$ cat src/rtl/vram_arb_pkg.sv
// Shared constants, CPU FSM states and pipeline tag for the CGA video RAM arbiter.
package vram_arb_pkg;
    localparam int VRAM_ADDR_W = 13;
    localparam int VRAM_LAT    = 3;

    localparam logic [1:0] BE_HI = 2'b10;
    localparam logic [1:0] BE_LO = 2'b01;

    typedef enum logic [1:0] {
        IDLE,
        WAIT,
        FLIGHT,
        DONE
    } cpu_st_t;

    // One entry per granted slot; vid and cpu may both be set on a snow collision.
    typedef struct packed {
        logic       vid;
        logic       cpu;
        logic       lo;
        logic       snow;
        logic       wr;
        logic [7:0] wb;
    } tag_t;
endpackage

$ cat src/rtl/vram_arb_pipe.sv
// Three-stage valid/tag pipe matching the RAM round trip; steers read data to video or CPU.
// Fixed latency, no backpressure: whatever enters leaves exactly three cycles later.
module vram_arb_pipe
    import vram_arb_pkg::*;
(
    input  logic        clk,
    input  logic        rst_n,
    input  tag_t        tag,
    input  logic [15:0] ram_rd_data,
    output logic        vid_valid,
    output logic [15:0] vid_data,
    output logic        vid_snow,
    output logic        cpu_ack,
    output logic [7:0]  cpu_rd_data
);
    tag_t s1, s2;

    always_ff @(posedge clk or negedge rst_n) begin
        if (!rst_n) begin
            s1          <= '0;
            s2          <= '0;
            vid_valid   <= 1'b0;
            vid_data    <= '0;
            vid_snow    <= 1'b0;
            cpu_ack     <= 1'b0;
            cpu_rd_data <= '0;
        end else begin
            s1        <= tag;
            s2        <= s1;
            vid_valid <= s2.vid;
            vid_snow  <= s2.vid & s2.snow;
            cpu_ack   <= s2.cpu;
            // A snowed write never reads the RAM; video sees the replicated write word.
            if (s2.vid)
                vid_data <= (s2.snow && s2.wr) ? {s2.wb, s2.wb} : ram_rd_data;
            else
                vid_data <= '0;
            if (s2.cpu && !s2.wr)
                cpu_rd_data <= s2.lo ? ram_rd_data[7:0] : ram_rd_data[15:8];
            else
                cpu_rd_data <= '0;
        end
    end
endmodule

$ cat src/rtl/vram_arbiter.sv
// Arbitrates the single-port CGA VRAM between CRTC fetches and CPU byte accesses, 3-cycle latency.
// Video wins collisions and the CPU stalls; with VRAM_ARB_SNOW_EN the CPU wins and video gets snow.
module vram_arbiter
    import vram_arb_pkg::*;
#(
    parameter int ADDR_W      = VRAM_ADDR_W,
    parameter int STALL_CNT_W = 16
) (
    input  logic                   iClk,
    input  logic                   iRstN,
    input  logic                   iVidReq,
    input  logic [ADDR_W-1:0]      iVidAddr,
    output logic                   oVidValid,
    output logic [15:0]            oVidData,
    output logic                   oVidSnow,
    input  logic                   iCpuReq,
    input  logic                   iCpuWr,
    input  logic [ADDR_W:0]        iCpuAddr,
    input  logic [7:0]             iCpuWrData,
    output logic                   oCpuAck,
    output logic [7:0]             oCpuRdData,
    output logic [ADDR_W-1:0]      oRamAddr,
    output logic                   oRamWe,
    output logic [1:0]             oRamBe,
    output logic [15:0]            oRamWrData,
    input  logic [15:0]            iRamRdData,
    output logic [STALL_CNT_W-1:0] oStallCnt
);
    localparam logic [1:0] LAST = 2'(VRAM_LAT - 1);

    cpu_st_t    state, state_nxt;
    logic [1:0] cnt, cnt_nxt;
    logic       cpu_pend, cpu_gnt, vid_gnt, stall, snow_hit;
    tag_t       tag;

    // A request seen in IDLE competes for the slot immediately.
    assign cpu_pend = (state == IDLE && iCpuReq) || (state == WAIT);
    assign vid_gnt  = iVidReq;

`ifdef VRAM_ARB_SNOW_EN
    assign cpu_gnt  = cpu_pend;
    assign snow_hit = cpu_pend & iVidReq;
    assign stall    = 1'b0;
`else
    assign cpu_gnt  = cpu_pend & ~iVidReq;
    assign snow_hit = 1'b0;
    assign stall    = cpu_pend & iVidReq;
`endif

    always_comb begin
        state_nxt = state;
        cnt_nxt   = cnt;
        case (state)
            IDLE:    if (iCpuReq) state_nxt = cpu_gnt ? FLIGHT : WAIT;
            WAIT:    if (cpu_gnt) state_nxt = FLIGHT;
            FLIGHT: begin
                cnt_nxt = cnt + 2'd1;
                if (cnt == LAST) state_nxt = DONE;
            end
            DONE:    state_nxt = IDLE;
            default: state_nxt = IDLE;
        endcase
        if (cpu_gnt) cnt_nxt = '0;
    end

    always_comb begin
        tag      = '0;
        tag.vid  = vid_gnt;
        tag.cpu  = cpu_gnt;
        tag.lo   = iCpuAddr[0];
        tag.snow = snow_hit;
        tag.wr   = cpu_gnt & iCpuWr;
        tag.wb   = iCpuWrData;
    end

    always_ff @(posedge iClk or negedge iRstN) begin
        if (!iRstN) begin
            state      <= IDLE;
            cnt        <= '0;
            oStallCnt  <= '0;
            oRamAddr   <= '0;
            oRamWe     <= 1'b0;
            oRamBe     <= '0;
            oRamWrData <= '0;
        end else begin
            state  <= state_nxt;
            cnt    <= cnt_nxt;
            oRamWe <= cpu_gnt & iCpuWr;
            if (stall && oStallCnt != '1)
                oStallCnt <= oStallCnt + STALL_CNT_W'(1);
            if (cpu_gnt) begin
                oRamAddr   <= iCpuAddr[ADDR_W:1];
                oRamBe     <= iCpuAddr[0] ? BE_LO : BE_HI;
                oRamWrData <= {2{iCpuWrData}};
            end else if (vid_gnt) begin
                oRamAddr <= iVidAddr;
                oRamBe   <= BE_HI | BE_LO;
            end else begin
                oRamBe <= '0;
            end
        end
    end

    vram_arb_pipe u_pipe (
        .clk         (iClk),
        .rst_n       (iRstN),
        .tag         (tag),
        .ram_rd_data (iRamRdData),
        .vid_valid   (oVidValid),
        .vid_data    (oVidData),
        .vid_snow    (oVidSnow),
        .cpu_ack     (oCpuAck),
        .cpu_rd_data (oCpuRdData)
    );
endmodule
$ cat config.mk
export PLATFORM = sky130hd
export DESIGN_NAME = vram_arbiter
export DESIGN_NICKNAME = d
export VERILOG_FILES = /design/src/rtl/vram_arb_pkg.sv /design/src/rtl/vram_arb_pipe.sv /design/src/rtl/vram_arbiter.sv
export SDC_FILE = /design/constraint.sdc
export NUM_CORES = 1
export LEC_CHECK = 0
export BUFFER_PORTS_ARGS = -buffer_cell sky130_fd_sc_hd__buf_2
export CORE_MARGIN = 2
export CORE_UTILIZATION = 30
export DETAILED_ROUTE_END_ITERATION = 12
export PLACE_DENSITY_LB_ADDON = 0.12
export RECOVER_POWER = 50
export SETUP_SLACK_MARGIN = 0.15
export SLEW_MARGIN = 20
export SYNTH_ARGS = -nofsm -noshare
export SYNTH_HDL_FRONTEND = slang
export SYNTH_SLANG_ARGS = --single-unit
$ cat constraint.sdc
create_clock -name iClk -period 5.2 [get_ports iClk]
set_input_delay 1.04 -clock iClk [delete_from_list [all_inputs] [get_ports iClk]]
set_output_delay 1.04 -clock iClk [all_outputs]
set_load 0.02 [all_outputs]
# Word level (Yosys, flattened, before mapping)
# Index checks and enable logic that the tools add are counted.
[totals]
output_inout_bits = 75
input_bits = 56
reg_bits = 85
[classes]
mux = 15
add_sub_neg = 2
eq_ne = 8
bitwise_logic = 4
reduce_logical = 9
[op_table]
columns = ["operator", "n"]
rows = [
  ["$mux W13", 2],
  ["$mux W2", 9],
  ["$add A16 B1 Y16 const B", 1],
  ["$mux W16", 1],
  ["$mux W8", 2],
  ["$ne A16 B16 Y1 const B", 1],
  ["$pmux W2 S4", 1],
  ["$eq A2 B2 Y1 const B", 3],
  ["$ne A2 B2 Y1 const B", 3],
  ["$reduce_bool A2 Y1", 2],
  ["$and A1 B1 Y1", 3],
  ["$logic_and A1 B1 Y1", 3],
  ["$reduce_and A3 Y1", 1],
  ["$add A2 B1 Y2 const B", 1],
  ["$eq A2 B1 Y1 const B", 1],
  ["$logic_not A2 Y1", 1],
  ["$logic_not A1 Y1", 1],
  ["$logic_or A1 B1 Y1", 1],
  ["$not A1 Y1", 1],
]

# Longest topological paths before layout
# Gate-level depths: netlist of the first run.
[depth]
word_depth = 7
depth_mapped = 7

# Modules after synthesis
# A second synthesis of the first run with hierarchy kept.
[hier_totals]
hier_cells = 308
area_unflattened_um2 = 3867.5
[by_module_without_submodules]
columns = ["module", "area_per_inst_um2", "n_inst", "seq_area_each_um2", "cells_per_inst"]
rows = [
  ["vram_arbiter", 2113.3, 1, 1101.1, 188],
  ["vram_arb_pipe", 1754.2, 1, 1326.3, 120],
]

# Worst setup path before layout of the first run
# Ideal clock, no wire load.
[synth_path]
kind = "in2reg"
startpoint = "input iCpuReq"
endpoint = "register oRamWrData[10]"
setup_ps = 125
n_path_buf = 1
stages = 4
t_arrival_ps = 1936
slack_ps = 3140
path_cell_list = "a21oi_4 nor2_1 buf_2 mux2_2"
[synth_between]
elab_chain_len = 3
[synth_rtl]
columns = ["element", "line_no", "text"]
rows = [
  ["start: declaration", "vram_arbiter.sv:16", "input logic iCpuReq,"],
  ["$logic_and A1 B1 Y1", "vram_arbiter.sv:37", "assign cpu_pend = (state == IDLE && iCpuReq) || (state == WAIT);"],
  ["$logic_or A1 B1 Y1", "vram_arbiter.sv:37", ""],
  ["$and A1 B1 Y1", "vram_arbiter.sv:45", "assign cpu_gnt = cpu_pend & ~iVidReq;"],
  ["named net cpu_gnt", "vram_arbiter.sv:33", "logic cpu_pend, cpu_gnt, vid_gnt, stall, snow_hit;"],
  ["end signal: assignment", "vram_arbiter.sv:94", "oRamWrData <= {2{iCpuWrData}};"],
  ["end: declaration", "vram_arbiter.sv:25", "output logic [15:0] oRamWrData,"],
]
# The timed path passes the listed nets, and every way through them passes these cells.
# A chain may end at the register's enable or synchronous reset.

# Worst setup path after layout of the first run
[layout_path]
startpoint = "input iVidReq"
endpoint = "register oStallCnt[14]"
[layout_between]
elab_chain_len = 2
[layout_rtl]
columns = ["element", "line_no", "text"]
rows = [
  ["start: declaration", "vram_arbiter.sv:11", "input logic iVidReq,"],
  ["$and A1 B1 Y1", "vram_arbiter.sv:47", "assign stall = cpu_pend & iVidReq;"],
  ["$logic_and A1 B1 Y1", "vram_arbiter.sv:89", "if (stall && oStallCnt != '1)"],
  ["end signal: assignment", "vram_arbiter.sv:90", "oStallCnt <= oStallCnt + STALL_CNT_W'(1);"],
  ["end: declaration", "vram_arbiter.sv:27", "output logic [STALL_CNT_W-1:0] oStallCnt"],
]
# No other way between the ends.

==> results of run 1 <==
[power by group]
part / switching [uW] / internal [uW]
clock: 219 / 319
combinational: 412 / 271
sequential: 86.2 / 722
total: 717 / 1310
[area by class of cell]
| type | count | share of cell area [%] |
|---|---|---|
| clock buffers | 10 | 3.06 |
| flip-flops and latches | 77 | 46.3 |
| multi-input cells | 161 | 27.7 |
| well taps | 136 | 4.09 |
| inverters | 6 | 0.541 |
| repair buffers | 130 | 15.7 |
| clock inverters | 6 | 2.67 |
[flip-flops by register name (all words and copies together), names as in the netlist]
name / count
cnt: 2
oRamAddr: 13
oRamBe: 2
oRamWrData: 8
oStallCnt: 16
state: 2
u_pipe.cpu_ack: 1
u_pipe.cpu_rd_data: 8
u_pipe.s1: 4
u_pipe.s2: 4
u_pipe.vid_data: 16
u_pipe.vid_valid: 1
[kinds of logic (layout without fill, tap and decap cells)]
group	after synthesis	count (layout)	synth area share (%)
flops	77	77	60.1
compound gates	22	22	4.29
other cells	1	1	0.117
buf+inv	24	152	3.98
simple gates	85	85	14.6
mux	32	32	10.5
xor+xnor	15	15	4.10
fa+ha+maj	6	6	2.34
[placed cells by master, fill, tap and decap left out, drive strengths merged]
cell | synthesis | final
buf | 13 | 121
a21o | 3 | 3
inv | 6 | 6
nand3 | 6 | 6
nor2 | 15 | 15
a211oi | 1 | 1
conb | 1 | 1
ha | 6 | 6
clkinvlp | 0 | 1
mux2 | 10 | 10
nor4 | 3 | 3
mux2i | 22 | 22
or3 | 1 | 1
or4 | 1 | 1
dfrtp | 77 | 77
o221ai | 1 | 1
xor2 | 5 | 5
and2 | 20 | 20
nand2b | 1 | 1
nand4 | 10 | 10
nor3 | 4 | 4
clkbuf | 5 | 19
nor3b | 1 | 1
nand2 | 21 | 21
and3 | 1 | 1
xnor2 | 10 | 10
o21ai | 14 | 14
a21oi | 2 | 2
o21bai | 1 | 1
nor4b | 1 | 1
bufinv | 0 | 3
clkinv | 0 | 2
[routing by layer]
layer  wire [um]  global-route usage (%)
met1        3120                    16.5
met2        3070                    18.7
met3         580                    4.60
met4          89                    4.21
met5           0                       0
[through the flow]
step                      utilization (%)  instances
after floorplan                         -        262
after global placement               37.8        509
after detailed placement             37.8        509
after CTS                            40.1        525
after global routing                 40.2        526
final                                40.2        526
[worst min path at each step]
stage                        from             to  depth (start not counted)
global route        u_pipe.s1[11]  u_pipe.s2[11]                          0
floorplan           u_pipe.s1[10]  u_pipe.s2[10]                          0
CTS                 u_pipe.s1[12]  u_pipe.s2[12]                          0
detailed placement  u_pipe.s1[12]  u_pipe.s2[12]                          0
global placement    u_pipe.s1[12]  u_pipe.s2[12]                          0
finish              u_pipe.s1[11]  u_pipe.s2[11]                          0
==> key figures, run 1 <==
Layout
  • Fillers: 1048
  • Layout cells sized above 1: 39.5%
  • Layout area overhead: 29.9%
  • Sequential cell area: 1930 um^2
  • # diodes: 0
  • Post-route cell area: 4170 um^2
  • Multi-input gate area: 1150 um^2
  • Nets: 447

Routing
  • WL/cell: 13.0 um
  • ANT nets after route: 0
  • Total number of vias: 2284
  • Vias per cell: 4.34
  • Routed WL: 6860 um
  • DRT iter0 DRCs: 54
  • Drt drc: 0
  • DRT Pass-1 Iters: 4

Worst setup path
  • Reg2Reg Depth: 5
  • Slowest CP cell: clkbuf_1
  • Critical path peak fanout: 33
  • WP data required: 5.42 ns
  • Worst path cell trace: clkbuf_1, nand2_1, nor4b_1, nand4_1, xnor2_1
  • Crit Reg-Reg Endpoint: oRamWrData[7]
  • CP Data Arrival Time: 3.03 ns
  • R2R Setup Slk: 2.87 ns
  • Worst path top cell family by delay: simple AND/OR/NAND/NOR gates
  • Crit. End Element: register
  • Worst r2r src: state[0]
  • CP startpoint: iVidReq
  • Worst setup SP type: primary input
  • Critical path class: in2reg
  • WP depth: 5
  • CP endpoint: oStallCnt[14]
  • Slowest stage delay, CP: 0.87 ns
  • CP Buf/Inv Count: 1

STA
  • Slew Limit Fails: 37
  • Final worst slack: 2.39 ns
  • Final min period: 2.81 ns
  • RSZ-0062 raised after global routing: false
  • Final-report hold violation count: 0
  • Worst Max-Slew Pin Slew: 2.00 ns
  • Max Fclk: 356 MHz
  • Final Cycle Share: 54.0%
  • Setup violators final: 0
  • Setup TNS: 0 ns
  • Post-Route Skew: 0.00770 ns
  • Hold WS: 0.347 ns
  • Max_slew headroom: -33.5%

Yosys
  • Top cells by area, synth: dfrtp_1 60%, mux2i_1 6.9%, and2_1 3.7%
  • Prevailing post-synth register cell: dfrtp_1
  • Syn Area/Cell: 12.2 um^2
  • EDFF count, synth: 0
  • YS warnings: 0
  • Cell area after synthesis: 3210 um^2
  • Async set-reset flop share out of synthesis: 100%
  • Top cell type's share of synthesized area: 60.1%
  • Syn Inst Count: 262
  • Synth cell types: 40
  • Seq/Total Area, Yosys: 60.1%
  • Top-count cell post-synth: dfrtp_1
  • Top post-synthesis cells by count: 77 x dfrtp_1, 22 x mux2i_1, 21 x nand2_1, 19 x and2_1, 14 x nor2_1
  • Flops & latches, synth: 77
  • Leading area contributor after synthesis: dfrtp_1
  • Mapped Nets: 324

Clock network
  • Clock Tree Root: clkbuf_8
  • Clk pin slew, worst setup/hold paths: 0.08 ns
  • Setup bufs post-CTS: 0
  • Post-CTS Resized: 0
  • CTS Buf Count: 9
  • TritonCTS clock tree: built
  • Total number of H-tree levels: 3
  • Cts hold-fix bufs: 0
  • Worst-case clock buffer depth: 2
  • # clock sinks: 77
  • Worst-skew pair later-pin latency: 0.34 ns

Place
  • Port Buffers: 129
  • Place WS: 2.43 ns
  • RePlAce Congestion: 0.718
  • Final HPWL DP: 4780 um
  • Dpl cell area: 3920 um^2

Run status
  • Failing checks: max-capacitance violations, max-slew violations
  • Outcome: finished with violations

Global routing
  • Initial antenna violation count: 0
  • Largest net degree at the start of global routing: 78
  • All-Layer GR Usage: 12.4%
  • Global-route wire length before repair: 11000 um
  • Overflow after GRT: 0
  • Vias in the first global route: 2215

Floorplan
  • Die ar.: 11500 um^2
  • FP Rows: 37
  • Core Area: 10400 um^2
  • Num ports: 131
  • Die Width: 107 um
  • Die Ht: 107 um
  • Starting density of the core: 30.9%

Pwr
  • PD cells: 487 nW/um^2
  • Tot Pwr: 2030 uW
  • Worst IR Drop VDD: 245 uV
  • Leakage power total: 0.00214 uW

Flow run
  • Max cap viols: 1

Worst hold path
  • HP Class: reg2reg
No activity file was read; power rests on OpenSTA's default activity.
==> run 2: changes to the inputs <==
--- a/config.mk
+++ b/config.mk
@@ -5,6 +5,7 @@
 export SDC_FILE = /design/constraint.sdc
 export NUM_CORES = 1
 export LEC_CHECK = 0
+export ABC_AREA = 1
 export BUFFER_PORTS_ARGS = -buffer_cell sky130_fd_sc_hd__buf_2
 export CORE_MARGIN = 2
 export CORE_UTILIZATION = 30
==> constraint.sdc (replaced) <==
create_clock -name iClk -period 2.8 [get_ports iClk]
set_input_delay 0.56 -clock iClk [delete_from_list [all_inputs] [get_ports iClk]]
set_output_delay 0.56 -clock iClk [all_outputs]
set_load 0.02 [all_outputs]
==> run 2 against run 1 <==
Effect of this change:
- sequential cell count unchanged
- the flow now finishes without violations
- global-route usage increased by 0.69 points
- sequential share of layout area decreased by 2.7 points
- non-clock buffer count increased by 1
- hold slack improved by 0.00060 ns
- first-iteration DRC count increased by 72%
- power increased by 100%
- combinational power increased by 96%
- highest routed layer unchanged
- via count increased by 26%
- count of clock-buffer cells in the layout increased by 1
- routed wire length increased by 16%
==> key figures, run 2 <==
Run status
  • Outcome: finished clean (was finished with violations)

Worst hold path
  • HP Class: reg2reg (unchanged)
  • Hold Path End: u_pipe.s2[11] (unchanged)
  • WHS Path Cells: 0 (unchanged)
  • Hold_sp: u_pipe.s1[11] (unchanged)

Clock network
  • Cts hold-fix bufs: 0 (unchanged)
  • # clock sinks: 77 (unchanged)
  • Post-CTS Resized: 0 (unchanged)
  • Worst-skew pair later-pin latency: 0.33 ns (was 0.34 ns)
  • CTS Buf Count: 9 (unchanged)
  • Worst-case clock buffer depth: 2 (unchanged)
  • Total number of H-tree levels: 3 (unchanged)
  • TritonCTS clock tree: built (unchanged)
  • Setup bufs post-CTS: 0 (unchanged)
  • Clk pin slew, worst setup/hold paths: 0.06 ns (was 0.08 ns)
  • Clock Tree Root: clkbuf_16 (was clkbuf_8)

Routing
  • DRT iter0 DRCs: 93 (was 54)
  • Met2 wire length: 3700 um (was 3070 um)
  • Vias per cell: 4.27 (was 4.34)
  • WL met1: 3710 um (was 3120 um)
  • Met3 WL: 483 um (was 580 um)
  • WL/cell: 11.9 um (was 13.0 um)
  • DRT Pass-1 Iters: 4 (unchanged)
  • Total number of vias: 2875 (was 2284)
  • Routed WL: 7980 um (was 6860 um)
  • ANT nets after route: 0 (unchanged)
  • Drt drc: 0 (unchanged)
  • Top Metal Used: met4 (unchanged)

STA
  • Hold WS: 0.348 ns (was 0.347 ns)
  • Max Fclk: 490 MHz
  • Final min period: 2.04 ns
  • Slew Limit Fails: 0 (was 37)
  • Final Cycle Share: 72.9%
  • Post-Route Skew: 0.00490 ns (was 0.00770 ns)
  • Setup violators final: 0 (unchanged)
  • Setup TNS: 0 ns (unchanged)
  • Worst Max-Slew Pin Slew: 1.30 ns (was 2.00 ns)
  • Final worst slack: 0.760 ns (was 2.39 ns)
  • RSZ-0062 raised after global routing: false (unchanged)
  • Max_slew headroom: 13.3% (was -33.5%)
  • Final-report hold violation count: 0 (unchanged)

Pwr
  • Leakage power total: 0.00248 uW (was 0.00214 uW)
  • Worst IR Drop VDD: 421 uV (was 245 uV)
  • PD cells: 920 nW/um^2 (was 487 nW/um^2)

Flow run
  • Max cap viols: 0 (was 1)

Worst setup path
  • R2R Setup Slk: 0.85 ns (was 2.87 ns)
  • WP data required: 3.06 ns (was 5.42 ns)
  • Worst r2r src: state[0] (unchanged)
  • Worst setup SP type: primary input (unchanged)
  • Critical path peak fanout: 18 (was 33)
  • Crit Reg-Reg Endpoint: oStallCnt[4] (was oRamWrData[7])
  • Crit. End Element: register (unchanged)
  • Critical path class: in2reg (unchanged)
  • Reg2Reg Depth: 8 (was 5)
  • CP Data Arrival Time: 2.30 ns (was 3.03 ns)

Place
  • Final HPWL DP: 5760 um (was 4780 um)
  • Place WS: 0.762 ns (was 2.43 ns)
  • Port Buffers: 129 (unchanged)
  • RePlAce Congestion: 0.780 (was 0.718)

Yosys
  • Synth cell types: 24 (was 40)
  • Mapped Nets: 465 (was 324)
  • Cell area after synthesis: 3420 um^2 (was 3210 um^2)
  • Top cells by area, synth: dfrtp_1 56%, nand2_1 19%, inv_1 4.7% (was dfrtp_1 60%, mux2i_1 6.9%, and2_1 3.7%)
  • Leading area contributor after synthesis: dfrtp_1 (unchanged)
  • Top cell type's share of synthesized area: 56.3% (was 60.1%)
  • Seq/Total Area, Yosys: 56.3% (was 60.1%)
  • Top-count cell post-synth: nand2_1 (was dfrtp_1)
  • Top post-synthesis cells by count: 169 x nand2_1, 77 x dfrtp_1, 43 x inv_1, 21 x nor2_1, 19 x nand3_1 (was 77 x dfrtp_1, 22 x mux2i_1, 21 x nand2_1, 19 x and2_1, 14 x nor2_1)
  • EDFF count, synth: 0 (unchanged)
  • Async set-reset flop share out of synthesis: 100% (unchanged)
  • Prevailing post-synth register cell: dfrtp_1 (unchanged)
  • Flops & latches, synth: 77 (unchanged)
  • Syn Area/Cell: 8.50 um^2 (was 12.2 um^2)
  • Syn Inst Count: 403 (was 262)
  • YS warnings: 0 (unchanged)

Layout
  • Largest registers: oStallCnt x16, u_pipe.vid_data x16, oRamAddr x13 (unchanged)
  • Fillers: 1194 (was 1048)
  • Layout cells sized above 1: 29.6% (was 39.5%)
  • Most frequent cells in the layout: 169 x nand2_1, 122 x buf_2, 77 x dfrtp_1 (was 120 x buf_2, 77 x dfrtp_1, 22 x mux2i_1)
  • # diodes: 0 (unchanged)
  • Layout area overhead: 29.2% (was 29.9%)
  • Leading cell type in the layout, fill and taps excluded: nand2_1 (was buf_2)
  • Nets: 587 (was 447)
  • Multi-input gate area: 1200 um^2 (was 1150 um^2)
  • Sequential cell area: 1930 um^2 (unchanged)

Floorplan
  • Core Area: 11300 um^2 (was 10400 um^2)
  • Die Ht: 111 um (was 107 um)
  • Die Width: 111 um (was 107 um)
  • FP Rows: 39 (was 37)
  • Num ports: 131 (unchanged)
  • Starting density of the core: 30.4% (was 30.9%)
  • Die ar.: 12300 um^2 (was 11500 um^2)

Global routing
  • Initial antenna violation count: 0 (unchanged)
  • Largest net degree at the start of global routing: 52 (was 78)
  • Vias in the first global route: 2741 (was 2215)
  • Global-route wire length before repair: 12900 um (was 11000 um)
  • Overflow after GRT: 0 (unchanged)
  • All-Layer GR Usage: 13.1% (was 12.4%)
## run 2: cell types whose count changed in the layout (fill, tap and decap cells not counted), sizes merged, moves of 4 or more
cell / before / now
nand4: 10 / 4
nand3b: 0 / 4
mux2: 10 / 0
nor2: 15 / 24
a21oi: 2 / 8
inv: 6 / 46
xnor2: 10 / 3
nand2: 21 / 173
nand3: 6 / 20
and2: 20 / 0
mux2i: 22 / 0
nor3: 4 / 0
## run 2: critical path, cell delays in order
cell and delay, ns:
clkbuf_1 0.56, nand2_1 0.29, nor2_2 0.65, nand2_1 0.14, o21ai_2 0.08
## run 2: kinds of logic (layout without fill, tap and decap cells)
| logic type | Yosys count | in the layout | share of synthesized area [%] |
|---|---|---|---|
| AND/OR/NAND/NOR | 225 | 225 | 27.0 |
| flip-flops | 77 | 77 | 56.3 |
| buffers and inverters | 64 | 191 | 8.62 |
| AO/OA/AOI/OAI | 25 | 25 | 4.57 |
| adder cells (fa/ha/maj) | 6 | 6 | 2.19 |
| XOR/XNOR | 5 | 5 | 1.28 |
| other | 1 | 1 | 0.110 |
## run 2: area by class of cell
type	count	area share (%)
sequential	77	43.6
timing repair buffer	131	14.7
tap	143	4.04
inverter	44	3.73
multi-input combinational	262	27.2
clock buffer	11	5.49
clock inverter	5	1.30
## run 2: through the flow
| stage | utilization [%] | cell area (um^2) | cells | total power, uW |
|---|---|---|---|---|
| CTS | 39.5 | 4450 | 673 | 4160 |
| finish | 39.2 | 4420 | 673 | 4070 |
| floorplan | - | 3420 | 403 | 2550 |
| detailed placement | 36.8 | 4150 | 657 | 2950 |
| global placement | 36.8 | 4150 | 657 | 2930 |
| global route | 39.2 | 4420 | 673 | 4360 |
## run 2: power breakdown
part | leakage [uW] | switching (uW) | internal [uW]
clock | 0.000150 | 456 | 718
combinational | 0.00135 | 894 | 442
sequential | 0.000981 | 192 | 1370
total | 0.00248 | 1540 | 2530
## run 2: worst max path at each step
stage	depth (start not counted)	from	end	slack (ns)
6_report	5	iVidReq	oStallCnt[4]	0.76
5_1_grt	2	iRstN	state[0]	0.53
4_1_cts	8	state[0]	oStallCnt[10]	0.84
3_5_place_dp	5	iVidReq	oStallCnt[7]	0.76
3_3_place_gp	5	iVidReq	oStallCnt[3]	0.79
2_1_floorplan	9	oStallCnt[0]	oStallCnt[13]	1.25
## run 2: layer usage
metal  global-route usage, %  vias up
li1                        -     1462
met1                    17.0     1326
met2                    20.5       80
met3                    4.05        7
met4                    5.00        0
met5                       0        -
==> run 3: changes to the inputs <==
==> constraint.sdc (replaced) <==
create_clock -name iClk -period 1.73 [get_ports iClk]
set_input_delay 0.346 -clock iClk [delete_from_list [all_inputs] [get_ports iClk]]
set_output_delay 0.346 -clock iClk [all_outputs]
set_load 0.02 [all_outputs]
==> run 3 against run 2 <==
Effect of this change:
- clock power is 74% higher
- setup slack worse by 0.58 ns
- combinational power up 85%
- first-iteration DRC count is 8.6% higher
- final cell count grew 3.1%
- final area is 6.0% higher
- clock skew up 0.0029 ns
- critical path type is now reg2reg
- largest power group unchanged
- highest routed layer unchanged
==> key figures, run 3 (synthesized netlist as in run 2, its figures left out) <==
Global routing
  • Initial antenna violation count: 0 (unchanged)
  • All-Layer GR Usage: 13.5% (was 13.1%)
  • Global-route wire length before repair: 13500 um (was 12900 um)
  • Vias in the first global route: 2819 (was 2741)
  • Largest net degree at the start of global routing: 28 (was 52)
  • Overflow after GRT: 0 (unchanged)

Pwr
  • PD cells: 1490 nW/um^2 (was 920 nW/um^2)
  • Leakage power total: 0.00261 uW (was 0.00248 uW)
  • Worst IR Drop VDD: 724 uV (was 421 uV)
  • Sequential Power Share: 35.4% (was 38.3%)
  • Switching power total: 2590 uW (was 1540 uW)
  • Clk pwr share: 29.1% (was 28.8%)
  • Sw Share: 37.0% (was 37.9%)
  • Pint: 4410 uW (was 2530 uW)
  • Comb power frac: 35.5% (was 32.8%)

Worst setup path
  • Slowest CP cell: dfrtp_1 (was nor2_2)
  • Worst path cell trace: inv_2, ha_2, nand2_1, nand2_1, nand2_2, buf_4, nor2_4, nand2_1, o21ai_1, inv_1 (was clkbuf_1, nand2_1, nor2_2, nand2_1, o21ai_2)
  • CP Buf/Inv Count: 3 (was 1)
  • Worst setup SP type: register (was primary input)
  • Crit. End Element: register (unchanged)
  • Worst path top cell family by delay: simple AND/OR/NAND/NOR gates (unchanged)
  • Slowest stage delay, CP: 0.39 ns (was 0.65 ns)
  • WP data required: 1.95 ns (was 3.06 ns)
  • Critical path class: reg2reg (was in2reg)
  • Critical path peak fanout: 4 (was 18)
  • Worst path most repeated cell: nand2_1 (unchanged)
  • CP Data Arrival Time: 1.77 ns (was 2.30 ns)

Layout
  • Largest registers: oStallCnt x16, u_pipe.vid_data x16, oRamAddr x13 (unchanged)
  • Most frequent cells in the layout: 166 x nand2_1, 122 x buf_2, 77 x dfrtp_1 (was 169 x nand2_1, 122 x buf_2, 77 x dfrtp_1)
  • Layout area overhead: 36.9% (was 29.2%)
  • Layout cells sized above 1: 33.4% (was 29.6%)
  • Final core area utilization: 41.6% (was 39.2%)
  • Leading cell type in the layout, fill and taps excluded: nand2_1 (unchanged)
  • # diodes: 0 (unchanged)
  • Nets: 609 (was 587)
  • Finished Layout Cells: 694 (was 673)

Routing
  • ANT nets after route: 0 (unchanged)
  • Total number of vias: 2965 (was 2875)
  • Routed WL: 8090 um (was 7980 um)
  • Vias per cell: 4.27 (about the same)
  • DRT iter0 DRCs: 101 (was 93)
  • Drt drc: 0 (unchanged)
  • WL/cell: 11.7 um (was 11.9 um)
  • DRT Pass-1 Iters: 6 (was 4)

Clock network
  • Clock Tree Root: clkbuf_16 (unchanged)
  • Worst-case clock buffer depth: 2 (unchanged)
  • Worst-skew pair later-pin latency: 0.33 ns (about the same)
  • Total number of H-tree levels: 3 (unchanged)
  • # clock sinks: 77 (unchanged)
  • CTS Buf Count: 9 (unchanged)
  • TritonCTS clock tree: built (unchanged)
  • Clk pin slew, worst setup/hold paths: 0.06 ns (about the same)

Floorplan
  • Num ports: 131 (unchanged)
  • Starting density of the core: 30.4% (unchanged)
  • Core Area: 11300 um^2 (unchanged)
  • Die Width: 111 um (unchanged)
  • FP Rows: 39 (unchanged)
  • Die Ht: 111 um (unchanged)
  • Die ar.: 12300 um^2 (unchanged)

STA
  • Final-report hold violation count: 0 (unchanged)
  • Final Cycle Share: 89.4%
  • Final worst slack: 0.184 ns (was 0.760 ns)
  • Setup violators final: 0 (unchanged)
  • RSZ-0062 raised after global routing: true (was false)
  • Final min period: 1.55 ns
  • Slew Limit Fails: 0 (unchanged)
  • Max Fclk: 647 MHz
  • Hold WS: 0.177 ns (was 0.348 ns)
  • Post-Route Skew: 0.00781 ns (was 0.00490 ns)
  • Worst Max-Slew Pin Slew: 0.729 ns (was 1.30 ns)
  • Max_slew headroom: 51.4% (was 13.3%)

Place
  • Place WS: -0.0893 ns (was 0.762 ns)
  • Final HPWL DP: 5960 um (was 5760 um)
  • Port Buffers: 129 (unchanged)
  • RePlAce Congestion: 0.816 (was 0.780)
  • Placed cell count: 675 (was 657)

Flow run
  • Max cap viols: 0 (unchanged)

Worst hold path
  • HP Class: in2reg (was reg2reg)

Run status
  • Outcome: finished clean (unchanged)
-- run 3: changes by cell type in the layout (fill, tap and decap cells not counted), sizes merged --
| cell | previous run | this run |
|---|---|---|
| buf | 123 | 144 |
| dlygate4sd3 | 0 | 1 |
| bufinv | 1 | 2 |
| clkinvlp | 0 | 1 |
| inv | 46 | 47 |
| clkbuf | 19 | 17 |
| clkinv | 2 | 0 |
-- run 3: path summary, 6_finish.rpt --
kind	slack [ns]	from	cells after the start	to
max	0.18	state[1]	10	oStallCnt[12]
min	0.18	iCpuAddr[0]	1	u_pipe.s1[10]
max reg2reg	0.18	state[1]	10	oStallCnt[12]
min reg2reg	0.35	u_pipe.s1[12]	0	u_pipe.s2[12]
max in group asynchronous	0.54	iRstN	3	state[1]
min in group asynchronous	0.61	iRstN	2	oStallCnt[11]
-- run 3: per-stage QoR --
step | area [um^2] | power, uW | TNS, ns
after floorplan | 3420 | 4120 | 0
after global placement | 4310 | 4920 | 0
after detailed placement | 4310 | 4960 | -0.650
after CTS | 4650 | 7060 | 0
after global routing | 4690 | 7500 | 0
final | 4690 | 7000 | 0
-- run 3: routing by layer --
layer | vias up | share of wire, % | global-route usage [%]
met5 | - | 0 | 0
met4 | 0 | 1.5 | 4.58
met1 | 1357 | 45 | 17.5
met3 | 9 | 6.3 | 4.16
met2 | 91 | 47 | 21.6
li1 | 1508 | - | -
-- run 3: area by class of cell --
cell class	count	area (um^2)
clock buffers	9	225
fillers	1146	6580
repair buffers	153	867
multi-input cells	262	1230
inverters	44	165
flip-flops and latches	77	1930
well taps	143	179
clock inverters	6	93.8
-- run 3: power groups by stage --
stage          registers (uW)  clock network (uW)  logic (uW)
6_report                 2480                2030        2480
5_1_grt                  2540                2180        2770
4_1_cts                  2490                2100        2470
3_5_place_dp             2500                   0        2460
3_3_place_gp             2500                   0        2420
2_1_floorplan            2940                   0        1180
-- run 3: timing repair --
item | in CTS | in global routing
resized for setup | 6 | 5
hold endpoints to repair | 25 | 0
pin swaps | 1 | 3
endpoints found under the setup margin | 12 | 30
hold buffers | 1 | 0
setup buffers | 0 | 3
